## src/rtl/dsec_seq_ctrl.sv

```systemverilog
// -----------------------------------------------------------------------------
// dsec_seq_ctrl
//
// Sequencing controller for the data-security datapath. It loads three key
// words, forwards data words to the compressor, flushes the compressor and
// packer at the end of a message, and holds each packed 64-bit block on the
// output until the host acknowledges it. Protocol violations (data before
// keys, block overrun, acknowledge timeout) latch a terminal error state that
// only rst clears.
//
// Parameters
//   TIMEOUT      max cycles out_valid may wait for out_rcvd (0 = no limit)
//   ERR_NOKEY    error code: data word arrived before three keys were loaded
//   ERR_OVERRUN  error code: new block arrived while one was unacknowledged
//   ERR_TIMEOUT  error code: out_rcvd not seen within TIMEOUT cycles
//
// Ports
//   clk         in   rising-edge clock
//   rst         in   asynchronous active-high reset
//   in_valid    in   host word valid on the data bus
//   key_config  in   host word is a key word rather than data
//   msg_end     in   one-cycle pulse: flush the current message
//   out_rcvd    in   host has taken the output word
//   comp_rdy    in   compressor can accept a word
//   scon_done   in   one-cycle pulse: packed 64-bit block ready
//   rdy         out  host handshake ready (combinational)
//   key_we      out  key register write strobe
//   key_sel     out  key register index 1..3 while key_we=1, else 0
//   comp_valid  out  word forwarded to the compressor
//   dump_comp   out  compressor/packer flush request
//   stall       out  freezes compressor and packer
//   out_valid   out  output word valid
//   error       out  sticky error flag
//   error_code  out  error code, driven on data_out while error=1
// -----------------------------------------------------------------------------
module dsec_seq_ctrl #(
  parameter int unsigned TIMEOUT     = 1024,
  parameter logic [63:0] ERR_NOKEY   = 64'h0000_0000_0000_00E1,
  parameter logic [63:0] ERR_OVERRUN = 64'h0000_0000_0000_00E2,
  parameter logic [63:0] ERR_TIMEOUT = 64'h0000_0000_0000_00E3
) (
  input  logic        clk,
  input  logic        rst,
  input  logic        in_valid,
  input  logic        key_config,
  input  logic        msg_end,
  input  logic        out_rcvd,
  input  logic        comp_rdy,
  input  logic        scon_done,
  output logic        rdy,
  output logic        key_we,
  output logic [1:0]  key_sel,
  output logic        comp_valid,
  output logic        dump_comp,
  output logic        stall,
  output logic        out_valid,
  output logic        error,
  output logic [63:0] error_code
);

  typedef enum logic [1:0] {
    IDLE   = 2'd0,
    STREAM = 2'd1,
    DRAIN  = 2'd2,
    ERROR  = 2'd3
  } state_t;

  // The wait counter only needs to reach TIMEOUT-1: the error fires on the
  // waiting cycle that finds it there.
  localparam int unsigned   CW      = (TIMEOUT > 1) ? $clog2(TIMEOUT) : 1;
  localparam logic [CW-1:0] TO_LAST = CW'((TIMEOUT > 0) ? TIMEOUT - 1 : 0);

  state_t        state, state_nxt;
  logic [1:0]    key_idx, key_idx_nxt;
  logic          keys_loaded, keys_loaded_nxt;
  logic [CW-1:0] to_cnt, to_cnt_nxt;
  logic          dump_clr, dump_clr_nxt;     // scon_done seen while flushing
  logic          flush_wait, flush_wait_nxt; // flushed block is on the output

  logic          key_we_nxt;
  logic [1:0]    key_sel_nxt;
  logic          comp_valid_nxt;
  logic          dump_nxt;
  logic          stall_nxt;
  logic          ack_nxt;
  logic          error_nxt;
  logic [63:0]   error_code_nxt;

  logic accept;
  logic wait_cyc;
  logic overrun;
  logic timeout_hit;
  logic nokey;

  // rdy is held low during reset so the host never sees a handshake before
  // the state registers are known.
  assign rdy = !rst && ((state == IDLE) || (state == STREAM)) && !out_valid && comp_rdy;

  assign accept      = in_valid && rdy;
  assign wait_cyc    = out_valid && !out_rcvd;
  assign overrun     = scon_done && out_valid && !out_rcvd;
  assign timeout_hit = (TIMEOUT != 0) && wait_cyc && (to_cnt == TO_LAST);
  assign nokey       = accept && !key_config && !keys_loaded;

  always_comb begin
    // NOTE: every signal gets a default before any branch, so no path can
    // leave one unassigned and infer a latch.
    state_nxt       = state;
    key_idx_nxt     = key_idx;
    keys_loaded_nxt = keys_loaded;
    to_cnt_nxt      = '0;
    dump_clr_nxt    = 1'b0;
    flush_wait_nxt  = flush_wait;
    key_we_nxt      = 1'b0;
    key_sel_nxt     = 2'd0;
    comp_valid_nxt  = 1'b0;
    dump_nxt        = dump_comp;
    ack_nxt         = out_valid;
    error_nxt       = error;
    error_code_nxt  = error_code;

    if (state == ERROR) begin
      // Terminal: everything quiet except stall and the held error code.
      ack_nxt        = 1'b0;
      dump_nxt       = 1'b0;
      flush_wait_nxt = 1'b0;
    end else begin
      // Output handshake: a new block (re)arms, an acknowledge clears. A
      // block landing on the acknowledge cycle keeps out_valid high.
      if (scon_done) begin
        ack_nxt = 1'b1;
      end else if (out_rcvd) begin
        ack_nxt = 1'b0;
      end

      if (wait_cyc) begin
        to_cnt_nxt = to_cnt + 1'b1;
      end

      if (accept) begin
        if (key_config) begin
          key_we_nxt  = 1'b1;
          key_sel_nxt = key_idx + 2'd1;
          key_idx_nxt = (key_idx == 2'd2) ? 2'd0 : key_idx + 2'd1;
          if (key_idx == 2'd2) begin
            keys_loaded_nxt = 1'b1;
          end
        end else if (keys_loaded) begin
          comp_valid_nxt = 1'b1;
          if (state == IDLE) begin
            state_nxt = STREAM;
          end
        end
      end

      // dump_comp runs from the cycle after msg_end through the cycle after
      // the flushed block arrives, hence the one-cycle-delayed clear.
      if (dump_comp && scon_done) begin
        dump_clr_nxt = 1'b1;
      end
      if (dump_clr) begin
        dump_nxt = 1'b0;
      end

      if ((state == STREAM) && msg_end) begin
        state_nxt = DRAIN;
        dump_nxt  = 1'b1;
      end

      // Leave DRAIN only on the acknowledge of the block produced by the
      // flush, not of a block that was already pending at msg_end.
      if ((state == DRAIN) && scon_done) begin
        flush_wait_nxt = 1'b1;
      end
      if ((state == DRAIN) && flush_wait && out_valid && out_rcvd) begin
        state_nxt      = IDLE;
        flush_wait_nxt = 1'b0;
      end

      if (overrun || timeout_hit || nokey) begin
        state_nxt      = ERROR;
        error_nxt      = 1'b1;
        ack_nxt        = 1'b0;
        dump_nxt       = 1'b0;
        flush_wait_nxt = 1'b0;
        key_we_nxt     = 1'b0;
        key_sel_nxt    = 2'd0;
        comp_valid_nxt = 1'b0;
        if (overrun) begin
          error_code_nxt = ERR_OVERRUN;
        end else if (timeout_hit) begin
          error_code_nxt = ERR_TIMEOUT;
        end else begin
          error_code_nxt = ERR_NOKEY;
        end
      end
    end

    stall_nxt = ack_nxt || (state_nxt == ERROR);
  end

  always_ff @(posedge clk or posedge rst) begin
    if (rst) begin
      state       <= IDLE;
      key_idx     <= 2'd0;
      keys_loaded <= 1'b0;
      to_cnt      <= '0;
      dump_clr    <= 1'b0;
      flush_wait  <= 1'b0;
      key_we      <= 1'b0;
      key_sel     <= 2'd0;
      comp_valid  <= 1'b0;
      dump_comp   <= 1'b0;
      stall       <= 1'b0;
      out_valid   <= 1'b0;
      error       <= 1'b0;
      error_code  <= '0;
    end else begin
      // NOTE: non-blocking assignments so every register samples the
      // pre-edge values, independent of statement order.
      state       <= state_nxt;
      key_idx     <= key_idx_nxt;
      keys_loaded <= keys_loaded_nxt;
      to_cnt      <= to_cnt_nxt;
      dump_clr    <= dump_clr_nxt;
      flush_wait  <= flush_wait_nxt;
      key_we      <= key_we_nxt;
      key_sel     <= key_sel_nxt;
      comp_valid  <= comp_valid_nxt;
      dump_comp   <= dump_nxt;
      stall       <= stall_nxt;
      out_valid   <= ack_nxt;
      error       <= error_nxt;
      error_code  <= error_code_nxt;
    end
  end

endmodule
```

## config.mk

```make
export PLATFORM = sky130hd
export DESIGN_NAME = dsec_seq_ctrl
export DESIGN_NICKNAME = d
export VERILOG_FILES = /design/src/rtl/dsec_seq_ctrl.sv
export SDC_FILE = /design/constraint.sdc
export NUM_CORES = 1
export LEC_CHECK = 0
export ABC_AREA = 1
export CELL_PAD_IN_SITES_DETAIL_PLACEMENT = 1
export CELL_PAD_IN_SITES_GLOBAL_PLACEMENT = 1
export CORE_MARGIN = 3
export CORE_UTILIZATION = 29
export DETAILED_ROUTE_END_ITERATION = 10
export GPL_ROUTABILITY_DRIVEN = 0
export PLACE_DENSITY_LB_ADDON = 0.1
export SYNTH_ARGS = -nofsm -noshare
export SYNTH_HDL_FRONTEND = slang
export SYNTH_SLANG_ARGS = --single-unit
```

## constraint.sdc

```tcl
create_clock -name clk -period 1.75 [get_ports clk]
set_input_delay 0.175 -clock clk [delete_from_list [all_inputs] [get_ports clk]]
set_output_delay 0.175 -clock clk [all_outputs]
set_load 0.05 [all_outputs]
```

* After elaboration in Yosys (flattened, before gate mapping)
Cells that the tools add are included.
Storage, ports and cells: register bits after elaboration 89, bits in latches 0, memory bits (writable) 0, bits in read-only memories 0, bits of input ports 8, output and inout bits 73, memories 0
Cells by class: add/sub/neg operators 2, multipliers 0, div/mod/pow operators 0, $lt $le $gt $ge 0, equality and inequality tests 6, shift-type cells 0, multiplexer cells 40, bitwise logic cells 1, reductions and logical operators 31
Operators with widths (number):
- $mux W2 | 15
- $mux W1 | 23
- $mux W10 | 2
- $logic_and A1 B1 Y1 | 16
- $add A10 B1 Y10 const B | 1
- $eq A10 B10 Y1 const B | 1
- $eq A2 B2 Y1 const B | 4
- $reduce_bool A4 Y1 | 2
- $logic_not A1 Y1 | 5
- $logic_or A1 B1 Y1 | 4
- $reduce_and A4 Y1 | 1
- $reduce_and A3 Y1 | 1
- $add A2 B1 Y2 const B | 1
- $eq A2 B1 Y1 const B | 1
- $logic_not A2 Y1 | 1
- $reduce_and A2 Y1 | 1
- $not A1 Y1 | 1

* Depth between registers and ports, before layout
depth in word-level cells 13, mapped depth 10, depth with buffers taken out 10

* Worst setup path after synthesis
Ideal clock, no wire load.
path kind input port to flip-flop, start input port rst, end register error_code[1], setup time 0.121 ns, arrival 1.966 ns, required time 1.629 ns, path slack -0.336 ns, stages 8, path buffers 0, cells stage by stage inv_1 nand2_1 nor2_2 nand4_1 nand2_4 nand2_4 nand2_1 nand2_1
Between the ends: word-level cells in the longest chain between the ends 9
Ends and longest elaborated chain:
- start, declared | RTL line 43 | input logic rst,
- $logic_not A1 Y1 (no line)
- $logic_and A1 B1 Y1 (3 in series) | RTL line 97 | assign rdy = !rst && ((state == IDLE) || (state == STREAM)) && !out_valid && comp_rdy;
- named net rdy | RTL line 50 | output logic rdy,
- $logic_and A1 B1 Y1 | RTL line 99 | assign accept = in_valid && rdy;
- $logic_and A1 B1 Y1 (2 in series) | RTL line 103 | assign nokey = accept && !key_config && !keys_loaded;
- $logic_or A1 B1 Y1 | RTL line 180 | if (overrun || timeout_hit || nokey) begin
- $reduce_and A2 Y1 (no line)
- end signal, assigned | RTL line 234 | error_code <= error_code_nxt;
- end, declared | RTL line 58 | output logic [63:0] error_code
The timed path passes the listed nets, and every way through them passes these cells. A chain may end at the register's enable or synchronous reset.

==> metrics.cfg <==
[run_status]
status = completed

[global_routing]
grt_pass1_wl_mm = 5.50
grtUsageMet2 = 0.159
grt_max_degree = 28
grt_pass1_vias = 1162
antenna_found_initial = 0
top_usage_layer = met2
gr-usage-all-layers = 0.0974
met3_usage = 0.0317
use_met1 = 0.123
overflow = 0

[worst_setup_path]
crit_buf_inv = 1
crit_fanout = 5
slowest_stage = clkdlybuf4s50_1
start_kind = register
slowest_delay_ns = 0.82
crit_type = register to primary output
worstPathArrival_ns = 1.50
worst_setup_path_end_kind = primary output
crit_chain = clkdlybuf4s50_1
required_ns = 1.57
critPathTopFamily = buffers and inverters

[timing]
tightest_slew_ns = 0.506
fin_skew_ns = 0.00374
layout_min_cycle_time_ns = 1.67
fin_setup_tns_ns = 0
final.period_utilization = 0.957
rsz0062_at_grt = no
fmax_mhz = 597
finalMaxSlewViolations = 0
slew_headroom = 0.662
setup_viol = 0
hold_viol = 0

[final_layout]
finalInstanceArea_um2 = 1850
final_core_util = 0.330
final_nets = 241
diodes = 0
area_delta_synth_final_pct = 7.49
drive_above_1_share = 0.114

[die]
fp.dieH_um = 83.0
rows = 27
start_util = 0.307
die-area_um2 = 6890
die_width_um = 83.0
coreArea_um2 = 5610
ios = 81

[clock_network]
cts_buffer_depth = 2
clock-sinks = 27
hold_buffers = 0
htreeDepth = 1
clk_pin_slew_ns = 0.10
post_cts_buffers = 0
clkLatencyLatePin_ns = 0.28
cts_tree = yes
cts_resized = 0
cts_made_buffers = 3
cts_root_buf = clkbuf_8

[place]
place_hpwl_mm = 2.67
place_area_um2 = 1800
numPortBuffers = 21

[job]
maxCapViolations = 0

[detailed_routing]
first_iter_violations = 38
drcViolationCount = 0
drt_pass1_iterations = 3
via_per_inst = 3.76
vias = 1129
ant_nets = 0
routed_wl_mm = 3.29
wl_per_cell_um = 11.0

[power]
power_leakage_nw = 0.926
powerDensity_nw_per_um2 = 1110
ir_worst_vdd_uv = 354

[hold_path]
min_path_type = input port to async pin

[synthesis]
yosys_warnings = 0
syn_inst = 204
syn_area_um2 = 1720
synth_cell_types = 23
avgSynthCellArea_um2 = 8.43
ys_ff_latch = 27
yosysSeqAreaShare = 0.393

## state kept, by name (all words and copies together), names as in the netlist
register,cells
comp_valid,1
dump_clr,1
dump_comp,1
error_code,3
flush_wait,1
key_idx,2
key_sel,2
key_we,1
keys_loaded,1
out_valid,1
stall,1
state,2
to_cnt,10
## path summary, 6_finish.rpt
path	start	endpoint	slack, ns	cells after the start
setup / recovery	error_code[6]	error_code[5]	0.08	1
hold / removal	rst	key_sel[0]	0.34	3
setup reg to reg	to_cnt[1]	stall	0.29	9
hold reg to reg	error_code[1]	error_code[1]	0.48	2
max in group asynchronous	rst	to_cnt[4]	1.14	3
min in group clk	error_code[1]	error_code[1]	0.48	2
## report_power, final
part | internal, mW | total [mW] | switching (mW)
Sequential | 0.719 | 0.789 | 0.0703
Combinational | 0.187 | 0.885 | 0.698
Clock | 0.168 | 0.385 | 0.218
Total | 1.07 | 2.06 | 0.986
## cell usage in the layout, fill, tap and decap left out, types with 10 or more instances in the layout
| cell type | instances |
|---|---|
| nand3_1 | 10 |
| inv_1 | 16 |
| clkdlybuf4s50_1 | 19 |
| conb_1 | 59 |
| dfrtp_1 | 27 |
| nand2_1 | 28 |
| nor2_1 | 14 |
## synthesized netlist by cell type
library cell / number / area (um2)
a21oi_1: 5 / 25.0
buf_4: 62 / 465
nor2_1: 14 / 52.6
nand2_2: 4 / 25.0
nand4_1: 3 / 18.8
nand3b_1: 1 / 7.51
nor2_2: 5 / 31.3
ha_1: 4 / 50.1
nand3_1: 10 / 50.1
o21ai_1: 1 / 5.00
nor3b_1: 3 / 22.5
nor4_1: 1 / 6.26
o21a_1: 1 / 7.51
o21ai_0: 5 / 25.0
inv_2: 3 / 11.3
inv_1: 17 / 63.8
nand2_1: 28 / 105
dfrtp_1: 27 / 676
nand2_4: 2 / 22.5
nor3_2: 1 / 10.0
nor2_4: 1 / 11.3
nor3_1: 5 / 25.0
conb_1: 1 / 3.75
## final cells by class
cell class              instances  area (um2)
multi-input cells             153         727
repair buffers                 24         228
well taps                      72        90.1
fillers                       722        3760
inverters                      20        78.8
flip-flops and latches         27         676
clock buffers                   3        41.3
clock inverters                 1        8.76
## metrics by stage
| step | hold WS, ns | instances | setup slack, ns | total power, mW |
|---|---|---|---|---|
| 6_report | 0.342 | 300 | 0.0759 | 2.06 |
| 5_1_grt | 0.360 | 300 | 0.000128 | 2.21 |
| 4_1_cts | 0.352 | 300 | 0.0523 | 2.11 |
| 3_5_place_dp | 0.466 | 296 | 0.163 | 1.71 |
| 3_3_place_gp | 0.463 | 296 | 0.171 | 1.71 |
| 2_1_floorplan | 0.0761 | 262 | 0.0288 | 1.59 |
## per-layer routing
| metal | share of wire | vias up |
|---|---|---|
| met4 | 0.0094 | 0 |
| met5 | 0 | - |
| li1 | - | 563 |
| met3 | 0.080 | 2 |
| met2 | 0.46 | 45 |
| met1 | 0.45 | 519 |
## logic make-up (layout without fill, tap and decap cells)
kind of cell               Yosys count  count (layout)  share of synthesized area
other                                1              59                    0.00218
DFF                                 27              27                      0.393
buffers and inverters               82              48                      0.314
AOI/OAI and AO/OA                   12              12                     0.0364
adders and majority gates            4               4                     0.0291
and+or+nand+nor                     78              78                      0.225
No activity file was read; power rests on OpenSTA's default activity.
